===== src/rtl/ser_tx_queue_pkg.sv =====
// ser_tx_queue_pkg: shared definitions for the buffered 8N1 serial transmitter.
//   - Default bit-cell length and queue depth.
//   - Transmit FSM state encoding: IDLE=0, START=1, DATA=2, STOP=3.
package ser_tx_queue_pkg;

    // 2 x 53-clock half-period bit cell on the hx8kdemo serial link
    localparam int unsigned DefClkDiv    = 106;
    localparam int unsigned DefFifoDepth = 16;

    typedef enum logic [1:0] {
        StIdle  = 2'd0,
        StStart = 2'd1,
        StData  = 2'd2,
        StStop  = 2'd3
    } tx_state_e;

endpackage


===== src/rtl/ser_tx_fifo.sv =====
// ser_tx_fifo: synchronous byte FIFO with first-word-fall-through read.
// Ports:
//   clk, reset    posedge clock, synchronous active-high reset (flushes the queue)
//   wr_valid_i    write request; accepted when wr_ready_o is high
//   wr_data_i     byte to write
//   wr_ready_o    not full, decoded from the registered level
//   rd_en_i       pop the head entry (ignored when empty)
//   rd_data_o     current head entry, valid whenever empty_o is low
//   empty_o       no entries stored
//   level_o       registered entry count
module ser_tx_fifo #(
    parameter int unsigned DEPTH = 16,
    parameter int unsigned LVL_W = 5
) (
    input  logic             clk,
    input  logic             reset,
    input  logic             wr_valid_i,
    input  logic [7:0]       wr_data_i,
    output logic             wr_ready_o,
    input  logic             rd_en_i,
    output logic [7:0]       rd_data_o,
    output logic             empty_o,
    output logic [LVL_W-1:0] level_o
);

    localparam int unsigned AW = $clog2(DEPTH);

    logic [7:0]       mem_q [DEPTH];
    logic [AW:0]      wr_ptr_q, rd_ptr_q;
    logic [LVL_W-1:0] level_q;
    logic             full, push, pop;

    // Pointers carry one extra wrap bit: same index with differing MSBs means full.
    assign full    = (wr_ptr_q[AW] != rd_ptr_q[AW]) && (wr_ptr_q[AW-1:0] == rd_ptr_q[AW-1:0]);
    assign empty_o = (wr_ptr_q == rd_ptr_q);

    // A push at full is dropped even if a pop happens in the same cycle.
    assign push = wr_valid_i && !full;
    assign pop  = rd_en_i && !empty_o;

    assign wr_ready_o = (level_q != LVL_W'(DEPTH));
    assign rd_data_o  = mem_q[rd_ptr_q[AW-1:0]];
    assign level_o    = level_q;

    always_ff @(posedge clk) begin
        if (push) begin
            mem_q[wr_ptr_q[AW-1:0]] <= wr_data_i;
        end
    end

    always_ff @(posedge clk) begin
        if (reset) begin
            wr_ptr_q <= '0;
            rd_ptr_q <= '0;
            level_q  <= '0;
        end else begin
            if (push) wr_ptr_q <= wr_ptr_q + 1'b1;
            if (pop)  rd_ptr_q <= rd_ptr_q + 1'b1;
            unique case ({push, pop})
                2'b10:   level_q <= level_q + 1'b1;
                2'b01:   level_q <= level_q - 1'b1;
                default: level_q <= level_q;
            endcase
        end
    end

endmodule


===== src/rtl/ser_tx_queue.sv =====
// ser_tx_queue: buffered 8N1 UART transmitter, LSB first, line idles high.
// Ports:
//   clk, reset    posedge clock, synchronous active-high reset (abandons any frame)
//   in_data       byte to queue, sampled only when accepted
//   in_valid      in_data valid this cycle
//   in_ready      queue not full; accept on in_valid && in_ready
//   ser_tx        registered serial line
//   busy          frame on the line or bytes queued (registered, aligned with ser_tx)
//   fifo_level    queued bytes, excluding the byte being shifted
module ser_tx_queue
    import ser_tx_queue_pkg::*;
#(
    parameter int unsigned CLK_DIV    = DefClkDiv,
    parameter int unsigned FIFO_DEPTH = DefFifoDepth,
    parameter int unsigned LVL_W      = $clog2(FIFO_DEPTH) + 1
) (
    input  logic             clk,
    input  logic             reset,
    input  logic [7:0]       in_data,
    input  logic             in_valid,
    output logic             in_ready,
    output logic             ser_tx,
    output logic             busy,
    output logic [LVL_W-1:0] fifo_level
);

    localparam int unsigned DivW = $clog2(CLK_DIV);
    localparam logic [DivW-1:0] DivLast = DivW'(CLK_DIV - 1);

    tx_state_e       state_q, state_d;
    logic [DivW-1:0] div_cnt_q, div_cnt_d;
    logic [2:0]      bit_idx_q, bit_idx_d;
    logic [7:0]      shift_q, shift_d;
    logic            ser_tx_q, ser_tx_d;
    logic            busy_q, busy_d;
    logic            pop, fifo_empty, cell_end;
    logic [7:0]      fifo_rd_data;

    ser_tx_fifo #(
        .DEPTH (FIFO_DEPTH),
        .LVL_W (LVL_W)
    ) u_fifo (
        .clk        (clk),
        .reset      (reset),
        .wr_valid_i (in_valid),
        .wr_data_i  (in_data),
        .wr_ready_o (in_ready),
        .rd_en_i    (pop),
        .rd_data_o  (fifo_rd_data),
        .empty_o    (fifo_empty),
        .level_o    (fifo_level)
    );

    assign cell_end = (div_cnt_q == DivLast);

    always_comb begin
        state_d   = state_q;
        div_cnt_d = div_cnt_q;
        bit_idx_d = bit_idx_q;
        shift_d   = shift_q;
        pop       = 1'b0;
        unique case (state_q)
            StIdle: begin
                if (!fifo_empty) begin
                    pop       = 1'b1;
                    shift_d   = fifo_rd_data;
                    div_cnt_d = '0;
                    bit_idx_d = '0;
                    state_d   = StStart;
                end
            end
            StStart: begin
                if (cell_end) begin
                    div_cnt_d = '0;
                    bit_idx_d = '0;
                    state_d   = StData;
                end else begin
                    div_cnt_d = div_cnt_q + DivW'(1);
                end
            end
            StData: begin
                if (cell_end) begin
                    div_cnt_d = '0;
                    shift_d   = {1'b0, shift_q[7:1]};
                    bit_idx_d = bit_idx_q + 3'd1;
                    if (bit_idx_q == 3'd7) state_d = StStop;
                end else begin
                    div_cnt_d = div_cnt_q + DivW'(1);
                end
            end
            StStop: begin
                if (cell_end) begin
                    div_cnt_d = '0;
                    // Chain straight into the next start bit when more bytes wait.
                    if (!fifo_empty) begin
                        pop     = 1'b1;
                        shift_d = fifo_rd_data;
                        state_d = StStart;
                    end else begin
                        state_d = StIdle;
                    end
                end else begin
                    div_cnt_d = div_cnt_q + DivW'(1);
                end
            end
            default: state_d = StIdle;
        endcase
    end

    // Line and busy are registered from the current state, so both trail the FSM by one clock.
    always_comb begin
        ser_tx_d = 1'b1;
        unique case (state_q)
            StStart: ser_tx_d = 1'b0;
            StData:  ser_tx_d = shift_q[0];
            default: ser_tx_d = 1'b1;
        endcase
        busy_d = (state_q != StIdle) || (fifo_level != '0);
    end

    always_ff @(posedge clk) begin
        if (reset) begin
            state_q   <= StIdle;
            div_cnt_q <= '0;
            bit_idx_q <= '0;
            shift_q   <= '0;
            ser_tx_q  <= 1'b1;
            busy_q    <= 1'b0;
        end else begin
            state_q   <= state_d;
            div_cnt_q <= div_cnt_d;
            bit_idx_q <= bit_idx_d;
            shift_q   <= shift_d;
            ser_tx_q  <= ser_tx_d;
            busy_q    <= busy_d;
        end
    end

    assign ser_tx = ser_tx_q;
    assign busy   = busy_q;

endmodule

===== config.mk =====
export PLATFORM = sky130hd
export DESIGN_NAME = ser_tx_queue
export DESIGN_NICKNAME = d
export VERILOG_FILES = /design/src/rtl/ser_tx_queue_pkg.sv /design/src/rtl/ser_tx_fifo.sv /design/src/rtl/ser_tx_queue.sv
export SDC_FILE = /design/constraint.sdc
export NUM_CORES = 1
export LEC_CHECK = 0
export BUFFER_PORTS_ARGS = -buffer_cell sky130_fd_sc_hd__buf_2
export CORE_UTILIZATION = 40
export DETAILED_ROUTE_END_ITERATION = 10
export PLACE_DENSITY = 0.6
export SETUP_SLACK_MARGIN = 0.4
export SLEW_MARGIN = 15
export SYNTH_ARGS = -nofsm -noshare
export SYNTH_HDL_FRONTEND = slang
export SYNTH_SLANG_ARGS = --single-unit

===== constraint.sdc =====
create_clock -name clk -period 3.3 [get_ports clk]
set_input_delay 0.495 -clock clk [delete_from_list [all_inputs] [get_ports clk]]
set_output_delay 0.495 -clock clk [all_outputs]
set_load 0.1 [all_outputs]

# --- Yosys cells after proc, flatten, opt, wreduce, memory -nomap -nowiden ---
# Memories as Yosys holds them, arrays and structs flattened. A register that Yosys moved wholly into a read port is not among the register bits.
# Cells that the tools add are included.
totals:
  mem_bits_rw: 128
  memories: 1
  elab_cells: 75
  reg_bits: 37
  inputBits: 11
  output_inout_bits: 8
memory_table:
  columns: ["name", "words", "width", "read_ports", "rd_ports_with_merged_regs", "wr", "line_no", "rtl"]
  rows:
  - ["u_fifo.mem_q", 16, 8, 1, 1, 1, "ser_tx_fifo.sv:28", "logic [7:0] mem_q [DEPTH];"]
classes:
  n_addsub: 6
  eq_ne: 16
  n_mux: 27
  reduce_logical: 16
op_table:
  columns: ["cell", "n"]
  rows:
  - ["two-way mux 8 bit", 3]
  - ["case mux 8 bit (3 select lines)", 1]
  - ["adder 5 x 1 -> 5 bit (second input constant)", 3]
  - ["two-way mux 7 bit", 2]
  - ["case mux 7 bit (2 select lines)", 1]
  - ["two-way mux 2 bit", 5]
  - ["inequality test 2 bit (second input constant)", 5]
  - ["case mux 5 bit (2 select lines)", 1]
  - ["two-way mux 3 bit", 3]
  - ["case mux 3 bit (3 select lines)", 1]
  - ["two-way mux 4 bit", 2]
  - ["case mux 2 bit (4 select lines)", 1]
  - ["adder 7 x 1 -> 7 bit (second input constant)", 1]
  - ["== test 7 bit (second input constant)", 1]
  - ["== test 2 bit (second input constant)", 3]
  - ["nonzero test 3 bit", 2]
  - ["== test 5 bit", 1]
  - ["two-way mux 1 bit", 5]
  - ["inequality test 5 bit (second input constant)", 1]
  - ["AND reduction 5 bit", 1]
  - ["nonzero test 5 bit", 1]
  - ["subtractor 5 x 1 -> 5 bit (second input constant)", 1]
  - ["== test 2 x 1 -> 1 bit (second input constant)", 2]
  - ["== test 4 bit", 1]
  - ["12 further kinds", 17]

# --- Depth between registers and ports, before layout ---
depth:
  ltp_word: 7
  ltp_mapped: 14
  ltp_nobuf: 12

# --- By module ---
# Synthesis repeated with hierarchy kept, for this count alone.
hier_totals:
  cells_unflattened: 455
  area_unflattened_um2: 7195.7
by_module_without_submodules:
  columns: ["module", "instances", "area_per_inst_um2", "cells_each"]
  rows:
  - ["ser_tx_fifo", 1, 5908.2, 312]
  - ["ser_tx_queue", 1, 1287.5, 143]

# --- Worst setup path after synthesis ---
# OpenSTA, ideal clock, no wires.
synth_timing:
  kind: "flip-flop to flip-flop"
  from: "register state_q[0]"
  to: "register u_fifo.level_q[3], in the netlist u_fifo.level_o[3]"
  path_slack_ns: 0.297
  setup_time_ns: 0.070
  path_buffers: 2
  arrival_ns: 2.933
  synth_period_minus_slack_ns: 3.003
  stages_incl_launch_ff: 13
  cell_sequence: "dfxtp_1 > inv_1 > ha_1 > clkbuf_1 > a41oi_1 > a211oi_2 > ha_1 > buf_2 > or3b_2 > a21boi_0 > nor3_1 > or3b_2 > a21oi_1"
synth_between:
  elab_chain_len: 5
  elab_cells_between_ends: 8
synth_rtl:
  columns: ["element", "line_no", "rtl"]
  rows:
  - ["start, declared", "ser_tx_queue.sv:30", "tx_state_e state_q, state_d;"]
  - ["start signal, assigned", "ser_tx_queue.sv:123", "state_q <= StIdle;"]
  - ["start signal, assigned", "ser_tx_queue.sv:130", "state_q <= state_d;"]
  - ["== test 2 bit / logical NOT 2 bit (equally long branches)", "ser_tx_queue.sv:62", "unique case (state_q)"]
  - ["case mux 1 bit (2 select lines) (*)", "ser_tx_queue.sv:62", null]
  - ["logical AND 1 bit (*)", "ser_tx_fifo.sv:39", "assign pop = rd_en_i && !empty_o;"]
  - ["== test 2 x 1 -> 1 bit / == test 2 bit (equally long branches)", "ser_tx_fifo.sv:59", "unique case ({push, pop})"]
  - ["case mux 5 bit (2 select lines) / nonzero test 2 bit (equally long branches)", null, null]
  - ["end signal, assigned", "ser_tx_fifo.sv:60", "2'b10: level_q <= level_q + 1'b1;"]
  - ["end signal, assigned", "ser_tx_fifo.sv:61", "2'b01: level_q <= level_q - 1'b1;"]
  - ["end signal, assigned", "ser_tx_fifo.sv:62", "default: level_q <= level_q;"]
  - ["end, declared", "ser_tx_fifo.sv:30", "logic [LVL_W-1:0] level_q;"]
# Every way passes the cells marked *; elsewhere a longest branch is shown, timed or not.
# A chain may end at the register's enable or synchronous reset.

# --- Final worst setup path ---
layout_timing:
  from: "register u_fifo.wr_ptr_q[4]"
  to: "register u_fifo.level_q[4], in the netlist u_fifo.level_o[4]"
layout_between:
  elab_chain_len: 7
  elab_cells_between_ends: 14
layout_rtl:
  columns: ["element", "line_no", "rtl"]
  rows:
  - ["start, declared", "ser_tx_fifo.sv:29", "logic [AW:0] wr_ptr_q, rd_ptr_q;"]
  - ["start signal, assigned", "ser_tx_fifo.sv:57", "if (push) wr_ptr_q <= wr_ptr_q + 1'b1;"]
  - ["== test 5 bit", "ser_tx_fifo.sv:35", "assign empty_o = (wr_ptr_q == rd_ptr_q);"]
  - ["two-way mux 1 bit", "ser_tx_queue.sv:64, ser_tx_queue.sv:95", null]
  - ["two-way mux 1 bit", "ser_tx_queue.sv:92", "if (cell_end) begin"]
  - ["case mux 1 bit (2 select lines)", "ser_tx_queue.sv:62", null]
  - ["logical AND 1 bit", "ser_tx_fifo.sv:39", null]
  - ["== test 2 x 1 -> 1 bit / == test 2 bit (equally long branches)", "ser_tx_fifo.sv:59", null]
  - ["case mux 5 bit (2 select lines) / nonzero test 2 bit (equally long branches)", null, null]
# Several ways; a longest one is shown, not always the timed one.

==> reports/summary.txt <==
critical path data required time: 3.66 ns
CP most frequent cell: o21a_1
CP Cell Sequence: xnor2_2, o21a_1, inv_1, ha_4, xor2_1, ha_1, nand2b_1, a21boi_0, o21a_1, or4_1, a21oi_1
first-pass GRT wire length: 22.37 mm
cell area after placement: 7617 um2
Power per Cell Area: 753.6 nW/um2
dpl hpwl: 9.640 mm
vias in the first global route: 3893
n_diodes: 0
EDFF count, synth: 128
io pins: 19
initial core utilization: 41.21%
CTS tree: done
Slew Limit Headroom: 39.82%
row count: 48
Clock power frac: 31.0%
critical path arrival: 3.08 ns
post-synth net total: 519
Clock Skew: 0.008952 ns
Sw Pwr: 2.024 mW
Core Region: 17420 um2
Worst path top cell family by delay: compound AO/OA/AOI/OAI gates
CP Buf/Inv Count: 1
Primary FF master, synth: edfxtp_1
final period utilization: 82.52%
critical path endpoint category: flop
Synth area leaders: edfxtp_1, dfxtp_1, mux4_2
fraction of registers with async set/reset: 0%
sequential-to-total area share from yosys stat: 64.98%
via count: 4188
clock sink count: 169
RSZ-0062 raised after global routing: no
Slew Limit Fails: 0
cell with the most instances after synthesis: edfxtp_1
post-route setup slack: 0.5770 ns
Die Y: 136.0 um
Post-Syn Area per Cell: 14.68 um2
Hold Crit Class: in2reg
die footprint: 18490 um2
fin crit period: 2.723 ns
post-synth top area cell: edfxtp_1
post-synthesis cell type count: 51
VDD IR max: 0.5540 mV
worst-margin pin slew: 0.8994 ns
share of layout cells above drive strength 1: 21.30%
H-tree levels: 4
PortBufs: 18
drt drc: 0
DRT iter0 DRCs: 322
Overall Power: 6.256 mW
Syn-to-layout area delta: 15.65%
Final Hold Fails: 0
commonest cells in the synthesized netlist: edfxtp_1, dfxtp_1, nor2_1
Worst path slowest cell: or4_1
total grt overflow: 0
Startpoint Class: flop
CTS hold repair buffers: 0
router iterations before antenna repair: 4
Inserted Clock Buffers: 17
fmax: 0.3672 GHz
Pint: 4.233 mW
clk slew on worst S/H paths: 0.07 ns
Setup CP Type: reg2reg
routability cong.: 0.7932
setup TNS: 0 ns
drt wl/cell: 19.33 um
Synth Warn #: 0
Final Cell Area: 8302 um2
antenna violations before repair: 0
aggregate global-route resource usage: 16.82%
die width: 136.0 um
register share of total power: 41.3%
Lkg Pwr: 2.749 nW
Logic pwr share: 27.7%
CTS Root Cell: clkbuf_16
switching share of power: 32.34%
area of the mapped netlist: 7178 um2
Skew-Pair Late Insertion Delay: 0.43 ns
Syn Inst Count: 489
final WL: 14.79 mm
status: complete, no violations
top-area cell type share of the netlist area: 53.55%
Max Cap Viol: 0
slowest stage delay, CP: 0.46 ns
CTS Buffer Depth: 2
pin count of the biggest net entering global routing: 43
DR vias/cell: 5.475
worst slack at placement: 0.3271 ns
DRT antenna net count: 0
final setup vio count: 0
CP Max Fanout: 8
flops & latches, synth: 169
nets: 557
-- worst reg2reg max path, stage by stage (launching register included) --
cell and delay (ns):
dfxtp_1 0.37, xnor2_2 0.33, o21a_1 0.32, inv_1 0.13, ha_4 0.21, xor2_1 0.14, ha_1 0.22, nand2b_1 0.08
a21boi_0 0.07, o21a_1 0.18, or4_1 0.46, a21oi_1 0.15
-- timing repair --
item | in CTS | in global routing
gates resized for setup | 2 | 8
pin swaps | 0 | 3
cloned | 0 | 0
buffers inserted | 0 | 8
setup endpoints to repair | 2 | 2
-- cell usage in the layout (no fill, tap or decap), drive strengths merged, types with 8 or more instances in the layout --
cell    instances
nand3b         15
a31oi           8
inv            15
o21a            8
ha             19
buf            46
edfxtp        128
a221oi         17
a21oi          11
xnor2          14
mux2i          33
clkbuf         18
dfxtp          41
nor2           41
nand2          11
mux4           18
-- final timing paths --
kind	start	end	slack (ns)	depth (start not counted)
setup / recovery	u_fifo.wr_ptr_q[4]	u_fifo.level_o[4]	0.58	11
hold / removal	in_data[7]	u_fifo.mem_q[10][7]	0.46	1
setup reg to reg	u_fifo.wr_ptr_q[4]	u_fifo.level_o[4]	0.58	11
hold reg to reg	bit_idx_q[2]	bit_idx_q[2]	0.48	2
-- per-stage QoR --
| step | hold WS [ns] | std cells | util (%) |
|---|---|---|---|
| after floorplan | 0.4498 | 489 | - |
| after global routing | 0.4488 | 765 | 47.67 |
| final | 0.4569 | 765 | 47.67 |
| after detailed placement | 0.4763 | 725 | 43.74 |
| after CTS | 0.4441 | 757 | 47.11 |
| after global placement | 0.4586 | 725 | 43.74 |
-- kinds of logic (layout without fill, tap and decap cells) --
logic type	Yosys count	count (layout)	synth area share, %
mux	54	54	10.72
flops	169	169	64.98
xor+xnor	19	19	2.318
fa+ha+maj	19	19	3.312
buf+inv	39	90	2.318
simple gates	109	109	7.966
compound gates	80	80	8.384
-- final cells by class --
| class | instances | area (um2) |
|---|---|---|
| clock buffer | 18 | 429.2 |
| clock inverter | 14 | 146.4 |
| sequential | 169 | 4671 |
| multi-input combinational | 281 | 2416 |
| timing repair buffer | 46 | 312.8 |
| tap | 225 | 281.5 |
| fill | 1494 | 9115 |
| inverter | 12 | 45.04 |
-- metal layers --
| metal | global-route usage [%] | vias to the layer above | part of all wire (%) |
|---|---|---|---|
| met3 | 4.176 | 15 | 4.4 |
| li1 | - | 1973 | - |
| met2 | 25.43 | 93 | 47 |
| met1 | 23.51 | 2107 | 47 |
| met5 | 0 | - | 0 |
| met4 | 5.926 | 0 | 1.2 |
-- state kept, by name (all words and copies together) (netlist names), named ones only --
register / count
div_cnt_q: 7
u_fifo.rd_ptr_q: 5
busy: 1
state_q: 2
u_fifo.mem_q: 128
u_fifo.wr_ptr_q: 5
u_fifo.level_o: 5
shift_q: 8
ser_tx: 1
bit_idx_q: 3
-- power groups by stage --
stage               combinational (mW)  clock (mW)  sequential [mW]
global placement                  1.58           0             2.62
detailed placement                1.60           0             2.63
floorplan                         1.07           0             2.80
global route                      1.86        2.07             2.61
finish                            1.73        1.94             2.58
CTS                               1.62        1.98             2.58
Power figures use the tool's default switching activity.
